--- config.mk ---
export PLATFORM = sky130hd
export DESIGN_NAME = rgb_gray_stream_ctrl
export DESIGN_NICKNAME = d
export VERILOG_FILES = /design/src/rtl/rgb_gray_stream_ctrl.sv
export SDC_FILE = /design/constraint.sdc
export NUM_CORES = 1
export LEC_CHECK = 0
export ABC_AREA = 1
export CAP_MARGIN = 0
export CORE_ASPECT_RATIO = 0.8
export CORE_MARGIN = 4
export CORE_UTILIZATION = 55
export DETAILED_ROUTE_END_ITERATION = 10
export PLACE_DENSITY = 0.84
export SYNTH_ARGS = -nofsm -noshare
export SYNTH_HDL_FRONTEND = slang
export SYNTH_SLANG_ARGS = --single-unit
--- constraint.sdc ---
create_clock -name CLK -period 9.4 [get_ports CLK]
set_input_delay 2.82 -clock CLK [delete_from_list [all_inputs] [get_ports CLK]]
set_output_delay 2.82 -clock CLK [all_outputs]
set_load 0.01 [all_outputs]
--- src/rtl/rgb_gray_stream_ctrl.sv ---
// rgb_gray_stream_ctrl: feeds RGB pixels into the gray datapath and buffers its results.
// Admission is credit based: every accepted pixel reserves one output FIFO slot, so a
// result that comes out of the datapath always has room, even while the consumer stalls.
module rgb_gray_stream_ctrl #(
    parameter int unsigned PIPE_LATENCY = 12,
    parameter int unsigned FIFO_DEPTH   = 4
) (
    input  logic        CLK,
    input  logic        Clear,
    input  logic [23:0] Pix_In,
    input  logic        Pix_Last,
    input  logic        Pix_Valid,
    output logic        Pix_Ready,
    output logic [23:0] Dp_Data,
    output logic        Dp_Load,
    input  logic [7:0]  Dp_Gray,
    output logic [7:0]  Gray_Out,
    output logic        Gray_Last,
    output logic        Gray_Valid,
    input  logic        Gray_Ready,
    output logic        Frame_Done,
    output logic        Busy
);

    localparam int unsigned PIX_W  = 24;
    localparam int unsigned GRAY_W = 8;
    localparam int unsigned AW     = $clog2(FIFO_DEPTH);
    localparam int unsigned PW     = AW + 1;
    localparam int unsigned CW     = $clog2(FIFO_DEPTH + 1);

    typedef struct packed {
        logic              last;
        logic [GRAY_W-1:0] gray;
    } gray_entry_t;

    logic [PIPE_LATENCY-1:0] tok_valid_q, tok_valid_d;
    logic [PIPE_LATENCY-1:0] tok_last_q,  tok_last_d;
    logic [PIX_W-1:0]        dp_data_q,   dp_data_d;
    logic                    cap_pend_q,  cap_pend_d;
    logic                    cap_last_q,  cap_last_d;
    logic [PW-1:0]           wr_ptr_q,    wr_ptr_d;
    logic [PW-1:0]           rd_ptr_q,    rd_ptr_d;
    logic [CW-1:0]           credits_q,   credits_d;
    logic                    frame_done_q, frame_done_d;
    gray_entry_t             mem_q [FIFO_DEPTH];
    gray_entry_t             mem_d [FIFO_DEPTH];

    logic        credit_ok_c;
    logic        accept_c;
    logic        pop_c;
    logic        fifo_empty_c;
    logic        fifo_full_c;
    logic        wr_en_c;
    gray_entry_t head_c;

    // Handshake qualifiers and FIFO status decoded from registered state.
    // Clear only gates the outward ready; the flops are already held by the async reset.
    always_comb begin
        credit_ok_c  = (credits_q < CW'(FIFO_DEPTH));
        accept_c     = Pix_Valid && credit_ok_c;
        fifo_empty_c = (wr_ptr_q == rd_ptr_q);
        fifo_full_c  = (wr_ptr_q[AW] != rd_ptr_q[AW]) &&
                       (wr_ptr_q[AW-1:0] == rd_ptr_q[AW-1:0]);
        pop_c        = !fifo_empty_c && Gray_Ready;
        wr_en_c      = cap_pend_q && (!fifo_full_c || pop_c);
        head_c       = mem_q[rd_ptr_q[AW-1:0]];
    end

    // Pixel register and token pipeline that tracks each pixel through the datapath.
    always_comb begin
        dp_data_d   = dp_data_q;
        tok_valid_d = {tok_valid_q[PIPE_LATENCY-2:0], accept_c};
        tok_last_d  = {tok_last_q[PIPE_LATENCY-2:0], accept_c && Pix_Last};
        if (accept_c) begin
            dp_data_d = Pix_In;
        end
    end

    // The datapath output register loads with Dp_Load; its result is captured one cycle later.
    always_comb begin
        cap_pend_d = tok_valid_q[PIPE_LATENCY-1];
        cap_last_d = tok_last_q[PIPE_LATENCY-1];
    end

    // Output FIFO write/read pointers and storage; a write is never visible in the same cycle.
    always_comb begin
        wr_ptr_d = wr_ptr_q;
        rd_ptr_d = rd_ptr_q;
        mem_d    = mem_q;
        if (wr_en_c) begin
            mem_d[wr_ptr_q[AW-1:0]] = '{last: cap_last_q, gray: Dp_Gray};
            wr_ptr_d                = wr_ptr_q + PW'(1);
        end
        if (pop_c) begin
            rd_ptr_d = rd_ptr_q + PW'(1);
        end
    end

    // Credits count pixels accepted but not yet popped (in flight + pending + buffered).
    always_comb begin
        credits_d = credits_q;
        unique case ({accept_c, pop_c})
            2'b10:   credits_d = credits_q + CW'(1);
            2'b01:   credits_d = credits_q - CW'(1);
            default: credits_d = credits_q;
        endcase
    end

    // End-of-frame pulse follows the pop of a last-tagged entry.
    always_comb begin
        frame_done_d = pop_c && head_c.last;
    end

    // State registers; Clear discards everything in flight and everything buffered.
    always_ff @(posedge CLK or posedge Clear) begin
        if (Clear) begin
            tok_valid_q  <= '0;
            tok_last_q   <= '0;
            dp_data_q    <= '0;
            cap_pend_q   <= 1'b0;
            cap_last_q   <= 1'b0;
            wr_ptr_q     <= '0;
            rd_ptr_q     <= '0;
            credits_q    <= '0;
            frame_done_q <= 1'b0;
            for (int unsigned i = 0; i < FIFO_DEPTH; i++) begin
                mem_q[i] <= '0;
            end
        end else begin
            tok_valid_q  <= tok_valid_d;
            tok_last_q   <= tok_last_d;
            dp_data_q    <= dp_data_d;
            cap_pend_q   <= cap_pend_d;
            cap_last_q   <= cap_last_d;
            wr_ptr_q     <= wr_ptr_d;
            rd_ptr_q     <= rd_ptr_d;
            credits_q    <= credits_d;
            frame_done_q <= frame_done_d;
            for (int unsigned i = 0; i < FIFO_DEPTH; i++) begin
                mem_q[i] <= mem_d[i];
            end
        end
    end

    assign Pix_Ready  = credit_ok_c && !Clear;
    assign Dp_Data    = dp_data_q;
    assign Dp_Load    = tok_valid_q[PIPE_LATENCY-1];
    assign Gray_Out   = head_c.gray;
    assign Gray_Last  = head_c.last;
    assign Gray_Valid = !fifo_empty_c;
    assign Frame_Done = frame_done_q;
    assign Busy       = (credits_q != '0);

endmodule

==> summary.txt <==
Outcome
  – Outcome: complete, no violations

Die
  – CORE AREA: 6890 µm²
  – Num ports: 75
  – Die Ht: 83.5 µm
  – Die ar.: between 8000 and 9000 µm²
  – Starting Density: between 50% and 60%
  – Rows: 27
  – Chip Width: 102 µm

Drt
  – Routed wire length per instance: 15.5 µm
  – DR pass1 iterations: 4
  – Number of DRC markers in iteration 0: 208
  – DRC errors left: 0
  – Via density: 5.45
  – Via Count: 3112
  – Final wirelength: 8860 µm
  – ANT nets after route: 0

CTS
  – H-tree Lvls: 3
  – Hold-fix buffers, CTS: 0
  – CTS buffer count: 9
  – Clock Path Buffers: 2
  – Root Buffer: clkbuf_8
  – PostCTS Resize Cnt: 0
  – Clk sinks: 96
  – Setup bufs post-CTS: 0
  – Worst-path clk slew: 0.09 ns
  – CTS tree: built
  – Clock Latency Late Sink: 0.36 ns

Placed design
  – Post-DP Area: 4650 µm²
  – Dpl hpwl: slightly below 6000 µm
  – Setup WS pre-CTS: 2.65 ns
  – Port Buf Inserts: 74
  – GPL Wtd Cong: 0.834

Logic synthesis
  – Synth unique cells: 24
  – Synth Instances: 414
  – Net Count, Synth: 458
  – Syn Area/Cell: 9.47 µm²
  – Top cell type by total area after synthesis: dfrtp_1
  – Yosys warning total: 0
  – Register area share after synthesis: between 60% and 70%
  – Cell area after synthesis: 3920 µm²
  – Synth top area share: 61.2%
  – FF+latch count, synth: 96
  – Synth top area cells: dfrtp_1, nand2_1, nand4_1

Pwr
  – Combinational share of power: 3.6%
  – Clock power frac: 38.5%
  – Leak Pwr: 2.50 nW
  – Pint: 0.000557 W
  – Sequential share of power: 58.0%
  – Overall power: around 0.00071 W
  – Worst IR drop on VDD: 90.0 µV
  – Switching share of total power: 21.7%
  – Power per cell area: 146 nW/µm²
  – Net Switching: 0.000155 W

Timing
  – Final worst path period need: 6.75 ns
  – Tightest Pin Transition: 0.903 ns
  – Period utilization: 71.8%
  – RSZ-0062 raised after global routing: no
  – Final Worst Setup Slack: 2.65 ns
  – Finish-stage setup viols: 0
  – Slew Viols, Final: 0
  – Worst Skew: 0.00968 ns
  – Hold WS: 0.354 ns
  – Relative slew slack: approximately two fifths
  – Final-report hold violation count: 0
  – Max frequency: 0.148 GHz
  – Final setup TNS: 0 ns

Setup path
  – Critical path launch point type: input pin
  – Crit. End Element: output pin
  – Peak fanout along the critical path: 2
  – Crit path DAT: roughly 3.9 ns
  – WS Path Type: in -> out
  – Flop2flop setup slack: around 6.3 ns
  – Critical Path RT: ~6.6 ns

Global routing
  – Met3 GRT Util: 10.1%
  – GR peak layer: met2
  – Met1 layer usage reported by global route: between 30% and 40%
  – Vias in the first global route: 3140
  – Largest net degree at the start of global routing: 75
  – Initial antenna violation count: 0
  – Gr ovfl total: 0
  – Total GRT Usage: 22.6%
  – Met2 Use GR: 31.9%
  – First-pass GRT wire length: 15200 µm

Layout
  – Design Area, Final: 4860 µm²
  – ANT cells: 0
  – Share of layout cells above drive strength 1: 5.99%
  – Most frequent cells in the layout: nand2_1, dfrtp_1, clkdlybuf4s50_1
  – Area Growth Syn to Fin: 23.9%
  – Final net count: 523
  – Most common cell after layout, fill and taps aside: nand2_1

Run
  – Max Cap Viol: 0

Min path
  – Hold Path Class: reg -> reg
registers in the layout (all words and copies together), names as in the netlist:
| signal | cells |
|---|---|
| cap_pend_q | 1 |
| tok_last_q | 12 |
| tok_valid_q | 12 |
| rd_ptr_q | 3 |
| credits_q | 3 |
| Dp_Data | 24 |
| Frame_Done | 1 |
| mem_q | 36 |
| wr_ptr_q | 3 |
| cap_last_q | 1 |
through the flow:
stage / util [%] / instances
2_1_floorplan: - / 414
3_3_place_gp: 67.5 / 555
3_5_place_dp: 67.5 / 555
4_1_cts: 70.5 / 571
5_1_grt: 70.5 / 571
6_report: 70.5 / 571
cell usage after synthesis:
cell / n
ha_1: 6
nor2_2: 1
inv_1: 12
buf_2: 8
a21oi_1: 2
xnor2_1: 2
dfrtp_1: 96
inv_2: 2
nand3_2: 4
nand3_1: 4
nand2_4: 2
nor2_1: 23
buf_4: 1
clkbuf_1: 2
buf_1: 7
nand4_1: 37
nand2_1: 169
clkbuf_8: 3
buf_6: 1
fa_1: 1
xor2_1: 1
o22ai_1: 8
o21ai_0: 21
nand2_2: 1
path summary, 6_finish.rpt:
kind / startpoint / end / cells after the start
max in group asynchronous: Clear / mem_q[3] / 3
setup reg to reg: rd_ptr_q[0] / credits_q[1] / 11
setup / recovery: Clear / Pix_Ready / 3
hold reg to reg: tok_valid_q[7] / tok_valid_q[8] / 0
min in group asynchronous: Clear / Dp_Data[16] / 2
hold / removal: tok_valid_q[7] / tok_valid_q[8] / 0
kinds of logic after synthesis:
logic type / share of synthesized area [%]
AOI/OAI and AO/OA: 4.21
xor gates and xnor gates: 0.670
adders and majority gates: 2.42
buffers and inverters: 4.75
DFF: 61.2
and+or+nand+nor: 26.7
layout make-up:
cell class                      instances  area (µm²)
Tap cell                               87         109
Clock buffer                           10         138
Clock inverter                          6        68.8
Fill cell                             511        2030
Sequential cell                        96        2400
Inverter                               14        53.8
Timing Repair Buffer                   76         756
Multi-Input combinational cell        282        1330
power groups by stage:
stage / logic (W) / clock network, W / registers, W
floorplan: 0.00000614 / 0 / 0.000421
global placement: 0.0000257 / 0 / 0.000421
detailed placement: 0.0000257 / 0 / 0.000421
CTS: 0.0000259 / 0.000281 / 0.000413
global route: 0.0000280 / 0.000299 / 0.000413
finish: 0.0000254 / 0.000274 / 0.000413
worst max-delay path, stage by stage:
cell and delay, ns:
clkdlybuf4s50_1 0.43, nor2_1 0.12, clkdlybuf4s50_1 0.55
metal layers:
metal / routed length (µm) / share of wire, %
met5: 0 / 0
met4: 97 / 1.1
met3: 1080 / 12
met2: 3890 / 44
met1: 3780 / 43
No activity file was read; power rests on OpenSTA's default activity.
